$ cat src/rtl/output_channel_buffer_pkg.sv
// Shared interconnect types and constants for the TIA channel buffers.
// The packet type and the depth/threshold defaults live here so every PE agrees.
package output_channel_buffer_pkg;

  typedef logic [7:0] packet_t;

  localparam int TIA_CHANNEL_BUFFER_FIFO_DEPTH = 4;
  localparam int TIA_LINK_STALL_THRESHOLD      = 64;

endpackage

$ cat src/rtl/output_channel_buffer_if.sv
// PE-to-buffer enqueue port and buffer-to-buffer link handshake.
// The sender drives data and req; the receiver drives back-pressure/ack.
interface output_channel_if
  import output_channel_buffer_pkg::*;
#(
  parameter int DEPTH = TIA_CHANNEL_BUFFER_FIFO_DEPTH
) ();
  packet_t                  packet;
  logic                     enqueue;
  logic                     full;
  logic [$clog2(DEPTH):0]   count;

  modport sender   (output packet, output enqueue, input  full, input  count);
  modport receiver (input  packet, input  enqueue, output full, output count);
endinterface

interface link_if
  import output_channel_buffer_pkg::*;
();
  logic    req;
  packet_t packet;
  logic    ack;

  modport sender   (output req, output packet, input  ack);
  modport receiver (input  req, input  packet, output ack);
endinterface

$ cat src/rtl/output_channel_buffer.sv
// Send-side packet FIFO of a TIA PE: drives one outgoing link, reports
// quiescence and flags a link that stays back-pressured too long.
module output_channel_buffer
  import output_channel_buffer_pkg::*;
#(
  parameter int FIFO_DEPTH      = TIA_CHANNEL_BUFFER_FIFO_DEPTH,
  parameter int STALL_THRESHOLD = TIA_LINK_STALL_THRESHOLD
) (
  input  logic                      clock,
  input  logic                      reset,
  input  logic                      enable,
  output_channel_if.receiver        output_channel,
  link_if.sender                    link,
  output logic                      quiescent,
  output logic                      stalled
);

  localparam int PW = $clog2(FIFO_DEPTH);
  localparam int CW = PW + 1;
  localparam logic [CW-1:0] DEPTH_C     = CW'(FIFO_DEPTH);
  localparam logic [15:0]   THRESHOLD_C = 16'(STALL_THRESHOLD);

  packet_t fifo_mem [FIFO_DEPTH];

  logic [PW-1:0] head_q, head_d;
  logic [PW-1:0] tail_q, tail_d;
  logic [CW-1:0] count_q, count_d;
  logic [15:0]   stall_q, stall_d;

  logic full, req, accept, xfer;

  always_comb begin
    full    = (count_q == DEPTH_C);
    req     = enable && (count_q != '0);
    // full is judged on the pre-edge count, so a same-edge transfer never frees a slot
    accept  = enable && output_channel.enqueue && !full;
    xfer    = enable && req && link.ack;

    head_d  = head_q;
    tail_d  = tail_q;
    count_d = count_q;
    stall_d = stall_q;

    if (xfer)   head_d = head_q + PW'(1);
    if (accept) tail_d = tail_q + PW'(1);

    if (accept && !xfer)      count_d = count_q + CW'(1);
    else if (xfer && !accept) count_d = count_q - CW'(1);

    if (enable) begin
      if (req && !link.ack)
        stall_d = (stall_q == 16'hFFFF) ? stall_q : stall_q + 16'd1;
      else
        stall_d = '0;
    end
  end

  always_ff @(posedge clock or negedge reset) begin
    if (!reset) begin
      head_q  <= '0;
      tail_q  <= '0;
      count_q <= '0;
      stall_q <= '0;
    end else begin
      head_q  <= head_d;
      tail_q  <= tail_d;
      count_q <= count_d;
      stall_q <= stall_d;
    end
  end

  // Storage carries no reset; pointers alone define which slots are live.
  always_ff @(posedge clock) begin
    if (accept) fifo_mem[tail_q] <= output_channel.packet;
  end

  assign link.req             = req;
  assign link.packet          = fifo_mem[head_q];
  assign output_channel.full  = full;
  assign output_channel.count = count_q;
  assign quiescent            = (count_q == '0);
  assign stalled              = (stall_q >= THRESHOLD_C);

endmodule

$ cat src/flat_wrapper.sv
// flat-port wrapper written by rule: the top's interface ports become plain ports
module output_channel_buffer_flat import output_channel_buffer_pkg::*;
#(
  parameter int FIFO_DEPTH      = TIA_CHANNEL_BUFFER_FIFO_DEPTH,
  parameter int STALL_THRESHOLD = TIA_LINK_STALL_THRESHOLD
)
  (clock, reset, enable, quiescent, stalled, output_channel_packet, output_channel_enqueue, output_channel_full, output_channel_count, link_req, link_packet, link_ack);
  output_channel_if output_channel_i ();
  link_if link_i ();
  input  logic clock;
  input  logic reset;
  input  logic enable;
  output logic quiescent;
  output logic stalled;
  input wire logic [$bits(output_channel_i.packet)-1:0] output_channel_packet;
  input wire logic [$bits(output_channel_i.enqueue)-1:0] output_channel_enqueue;
  output wire logic [$bits(output_channel_i.full)-1:0] output_channel_full;
  output wire logic [$bits(output_channel_i.count)-1:0] output_channel_count;
  output wire logic [$bits(link_i.req)-1:0] link_req;
  output wire logic [$bits(link_i.packet)-1:0] link_packet;
  input wire logic [$bits(link_i.ack)-1:0] link_ack;
  assign output_channel_i.packet = output_channel_packet;
  assign output_channel_i.enqueue = output_channel_enqueue;
  assign output_channel_full = output_channel_i.full;
  assign output_channel_count = output_channel_i.count;
  assign link_req = link_i.req;
  assign link_packet = link_i.packet;
  assign link_i.ack = link_ack;
  output_channel_buffer #(.FIFO_DEPTH(FIFO_DEPTH), .STALL_THRESHOLD(STALL_THRESHOLD)) u_core (.clock(clock), .reset(reset), .enable(enable), .output_channel(output_channel_i), .link(link_i), .quiescent(quiescent), .stalled(stalled));
endmodule
$ cat config.mk
export PLATFORM = sky130hd
export DESIGN_NAME = output_channel_buffer_flat
export DESIGN_NICKNAME = d
export VERILOG_FILES = /design/src/rtl/output_channel_buffer_pkg.sv /design/src/rtl/output_channel_buffer_if.sv /design/src/rtl/output_channel_buffer.sv /design/src/flat_wrapper.sv
export SDC_FILE = /design/constraint.sdc
export NUM_CORES = 1
export LEC_CHECK = 0
export ABC_AREA = 1
export CORE_MARGIN = 8
export CORE_UTILIZATION = 58
export CTS_BUF_LIST = sky130_fd_sc_hd__clkbuf_2
export DETAILED_ROUTE_END_ITERATION = 10
export GPL_TIMING_DRIVEN = 0
export PLACE_DENSITY = 0.81
export SYNTH_ARGS = -nofsm -noshare
export SYNTH_HDL_FRONTEND = slang
export SYNTH_SLANG_ARGS = --single-unit
$ cat constraint.sdc
create_clock -name clock -period 2.41 [get_ports clock]
set_input_delay 0.482 -clock clock [delete_from_list [all_inputs] [get_ports clock]]
set_output_delay 0.482 -clock clock [all_outputs]
set_load 0.02 [all_outputs]
==> results of run 1 <==
[flip-flops by register name, summed over array words and instances, names as in the netlist]
register and flops:
u_core.fifo_mem 32, u_core.stall_q 16, u_core.head_q 2, u_core.output_channel.count 3
u_core.tail_q 2
[cells in the final DEF (no fill, tap or decap)]
| master | count |
|---|---|
| sky130_fd_sc_hd__nor4_1 | 2 |
| sky130_fd_sc_hd__nor3_1 | 2 |
| sky130_fd_sc_hd__xor2_1 | 4 |
| sky130_fd_sc_hd__ha_1 | 7 |
| sky130_fd_sc_hd__buf_6 | 2 |
| sky130_fd_sc_hd__nor2_4 | 1 |
| sky130_fd_sc_hd__nand3_1 | 15 |
| sky130_fd_sc_hd__dlygate4sd2_1 | 1 |
| sky130_fd_sc_hd__nor2_1 | 39 |
| sky130_fd_sc_hd__inv_6 | 2 |
| sky130_fd_sc_hd__dfrtp_2 | 4 |
| sky130_fd_sc_hd__edfxtp_1 | 32 |
| sky130_fd_sc_hd__o21ai_2 | 2 |
| sky130_fd_sc_hd__clkinvlp_4 | 1 |
| sky130_fd_sc_hd__inv_1 | 28 |
| sky130_fd_sc_hd__clkdlybuf4s15_2 | 1 |
| sky130_fd_sc_hd__xnor2_1 | 1 |
| sky130_fd_sc_hd__a21o_1 | 1 |
| sky130_fd_sc_hd__dlymetal6s2s_1 | 2 |
| sky130_fd_sc_hd__dfrtp_1 | 19 |
| sky130_fd_sc_hd__or2_2 | 5 |
| sky130_fd_sc_hd__a31oi_1 | 1 |
| sky130_fd_sc_hd__o21ai_0 | 28 |
| sky130_fd_sc_hd__nand4_1 | 3 |
| sky130_fd_sc_hd__buf_4 | 4 |
| sky130_fd_sc_hd__clkdlybuf4s50_1 | 16 |
| sky130_fd_sc_hd__nand2_1 | 63 |
| sky130_fd_sc_hd__nor2_2 | 2 |
| sky130_fd_sc_hd__inv_2 | 2 |
| sky130_fd_sc_hd__o211ai_1 | 2 |
| sky130_fd_sc_hd__a21oi_1 | 2 |
| sky130_fd_sc_hd__a21boi_0 | 1 |
| sky130_fd_sc_hd__clkbuf_2 | 12 |
| sky130_fd_sc_hd__nand2_2 | 1 |
| sky130_fd_sc_hd__fa_1 | 1 |
| sky130_fd_sc_hd__o22ai_1 | 8 |
| sky130_fd_sc_hd__buf_2 | 1 |
[logic make-up (layout without fill, tap and decap cells)]
family	Yosys count	count (layout)	share of synthesized area (%)
simple gates	133	133	21.09
flops	55	55	57.82
compound gates	45	45	9.558
buf+inv	36	72	5.838
fa+ha+maj	8	8	4.049
xor+xnor	5	5	1.648
[metal layers]
layer / global-route usage (%) / wire [microns] / vias up
li1: - / - / 1008
met4: 5.808 / 42 / 0
met3: 4.199 / 316 / 4
met5: 0 / 0 / -
met2: 25.47 / 2566 / 46
met1: 17.71 / 2340 / 926
[cell usage after synthesis, types with 3 or more instances]
| library cell | n |
|---|---|
| sky130_fd_sc_hd__nand2_1 | 63 |
| sky130_fd_sc_hd__nor2_1 | 39 |
| sky130_fd_sc_hd__edfxtp_1 | 32 |
| sky130_fd_sc_hd__inv_1 | 30 |
| sky130_fd_sc_hd__o21ai_0 | 28 |
| sky130_fd_sc_hd__dfrtp_1 | 23 |
| sky130_fd_sc_hd__nand3_1 | 15 |
| sky130_fd_sc_hd__o22ai_1 | 8 |
| sky130_fd_sc_hd__ha_1 | 7 |
| sky130_fd_sc_hd__or2_2 | 5 |
| sky130_fd_sc_hd__xor2_1 | 4 |
| sky130_fd_sc_hd__nand4_1 | 3 |
[cell type report]
class | count | area (sq um) | area share (%)
plain buffers | 5 | 42.54 | 1.403
clock buffers | 5 | 25.02 | 0.8251
clock inverters | 3 | 25.02 | 0.8251
inverters | 30 | 112.6 | 3.713
multi-input cells | 191 | 965.9 | 31.85
flip-flops and latches | 55 | 1541 | 50.83
well taps | 52 | 65.06 | 2.145
repair buffers | 29 | 255.2 | 8.416
[through the flow]
stage,TNS [ns],hold slack [ns],power (mW),std cells,instance area [sq um]
floorplan,0,0.1864,1.829,282,2658
finish,0,0.5643,2.595,370,3033
global placement,-4.072,0.5074,2.264,361,2993
global route,0,0.5836,2.756,370,3033
CTS,0,0.5717,2.640,369,3052
detailed placement,-3.767,0.5169,2.296,361,2993
[final timing paths]
path	start	to	slack [ns]	depth (start not counted)
setup / recovery	u_core.head_q[0]	link_packet[5]	0.10	5
hold / removal	u_core.tail_q[0]	u_core.tail_q[0]	0.56	1
setup reg to reg	u_core.output_channel.count[0]	u_core.output_channel.count[2]	0.28	11
hold reg to reg	u_core.tail_q[0]	u_core.tail_q[0]	0.56	1
max in group asynchronous	reset	u_core.stall_q[13]	1.10	1
min in group asynchronous	reset	u_core.head_q[0]	0.57	1
[power by group]
part           switching, mW  total [mW]  internal (mW)
logic                  0.622       0.992          0.371
registers             0.0975        1.22           1.13
clock network          0.299       0.379         0.0796
total                   1.02        2.59           1.58
[critical path: cells and delay by family (launching register included)]
family	cells	cell delay, ns
buf+inv	3	0.64
simple gates	1	0.05
flops	1	0.51
compound gates	1	0.17
[repair_timing]
| action | 4_1_cts | 5_1_grt |
|---|---|---|
| buffers inserted | 1 | 1 |
| resized for setup | 23 | 13 |
| setup endpoints to repair | 10 | 10 |
==> results.txt, run 1 <==
The critical path startpoint category is a flop. The number of placement rows is 24. The most used flip-flop cell after synthesis is sky130_fd_sc_hd__edfxtp_1. The most area-hungry cell type in the Yosys netlist is sky130_fd_sc_hd__edfxtp_1. The number of failing hold endpoints at the final stage came to 0. The initial antenna violation count came out at 0.

The critical path data required time is 1.93 ns. Setup slack closes at 0.1035 ns. After detailed routing, the average wire length per cell comes to 14.23 microns. The async set or reset register ratio after synthesis came out at 41.82%.

In this design, the stage delay of the slowest critical-path cell is 0.51 ns. Setup repair after global routing left no endpoint under its margin. The global route total overflow came out at 0. The total of buffers placed on input and output ports came out at 27. The clock skew is 0.01965 ns. The total of endpoints with negative setup slack in the final report is 0. The cell type of the slowest stage on the worst timing path is sky130_fd_sc_hd__dfrtp_2.

The leakage power figure came out at 1.297 nW. The cell area after synthesis is 2658 sq um. Data arrives at the worst endpoint at 1.82 ns. The worst max-slew margin expressed relative to the limit is 26.49%.

The post-synthesis register bit count came out at 55. The number of global-route vias before repair is 1982. The number of antenna-violating nets in the routed design came out at 0. The maximum clock frequency came out at 0.4336 GHz. Counting flops with a built-in enable in the synthesized netlist gives 32. The flow ran to the end, and the final reports show no timing, DRC or antenna violations. The fraction of synthesized cell area taken by the top area cell type came out at 36.16%.

The clock-pin slew of the registers on the worst-case setup and hold paths is 0.30 ns. Of all nets on the critical path, the largest fanout is 10. The total detailed-routing wirelength came out at 5.264 mm. The floorplan step defined a die boundary enclosing 7004 sq um. The die boundary height is 83.69 microns. The worst-case IR drop observed on VDD is 0.6771 mV.

The number of buffers between clock root and the deepest sink came out at 2. The via density per instance came out at 5.362. After the first detailed-routing iteration, the DRC count stood at 153. The number of levels the H-tree was split into is 2. The largest net degree at the start of global routing is 24. The sequential cell area fraction in the yosys report is 57.82%. The final max-slew violation count came to 0. At the end of the flow, the number of nets in the layout was 338. The congestion estimate from routability-driven global placement came to 0.8883. The number of remaining DRC errors is 0. In this run the worst hold path is classified as flop to flop. The CTS buffer count is 5. The critical path is of the flop to output pin type. The total of hold buffers inserted after clock tree synthesis is 0. The number of filler cells placed in the layout came out at 365. The die extent in x came out at 83.69 microns. The number of different library cells used by synthesis comes to 29.

The synthesized instance count came out at 282. The synthesized net count came out at 303. TritonCTS built the clock tree.

The transition time at the pin with the least slew margin is 1.099 ns. The count of yosys warnings during synthesis came out at 0. The effective utilization at floorplan came out at 60.62%.

The critical path goes through inv_2 > buf_4 > nor2_1 > o22ai_1 > clkdlybuf4s15_2. A synthesized cell averages 9.424 sq um. The first-pass GRT wire length came out at 8.852 mm. The clock latency of the later-clocked register in the worst-skew pair is 0.45 ns. The combined global-route utilization of all metal layers came out at 15.11%. The period utilization came out at 95.70%. The tool flagged a number of max-cap violations equal to 0. The post-DP HPWL is 3.706 mm. Pin placement for this block handled 28 I/O pins. The fraction of final layout cells sized beyond drive strength 1 came out at 12.58%.

The total inserted antenna cells is 0. The kind of capture point of the worst setup path is an output pin. Cells fill 69.18% of the core in the end.

The power density over cell area came out at 855.5 nW/um^2. The number of iterations in the first detailed-routing pass is 4. The detailed-route via count is 1984. The tree is rooted in a sky130_fd_sc_hd__clkbuf_2. The area growth from synthesis to final layout came out at 14.12%. The pre-CTS setup slack is -0.2000 ns. CTS saw 55 sinks. The minimum clock period came out at 2.306 ns. The core footprint came out at 4384 sq um.

In the post-synthesis netlist, the biggest area contributors are sky130_fd_sc_hd__edfxtp_1 36%, sky130_fd_sc_hd__dfrtp_1 22%, sky130_fd_sc_hd__nand2_1 8.9%.
(Power assumes the default switching activity.)
==> run 2: changes to the inputs <==
--- a/config.mk
+++ b/config.mk
@@ -9,6 +9,7 @@
 export CORE_MARGIN = 8
 export CORE_UTILIZATION = 58
 export CTS_BUF_LIST = sky130_fd_sc_hd__clkbuf_2
+export CTS_CLUSTER_DIAMETER = 150
 export DETAILED_ROUTE_END_ITERATION = 10
 export GPL_TIMING_DRIVEN = 0
 export PLACE_DENSITY = 0.81
==> results of run 2 <==
Same layout as run 1: the final DEF is identical, and so are final timing and power.
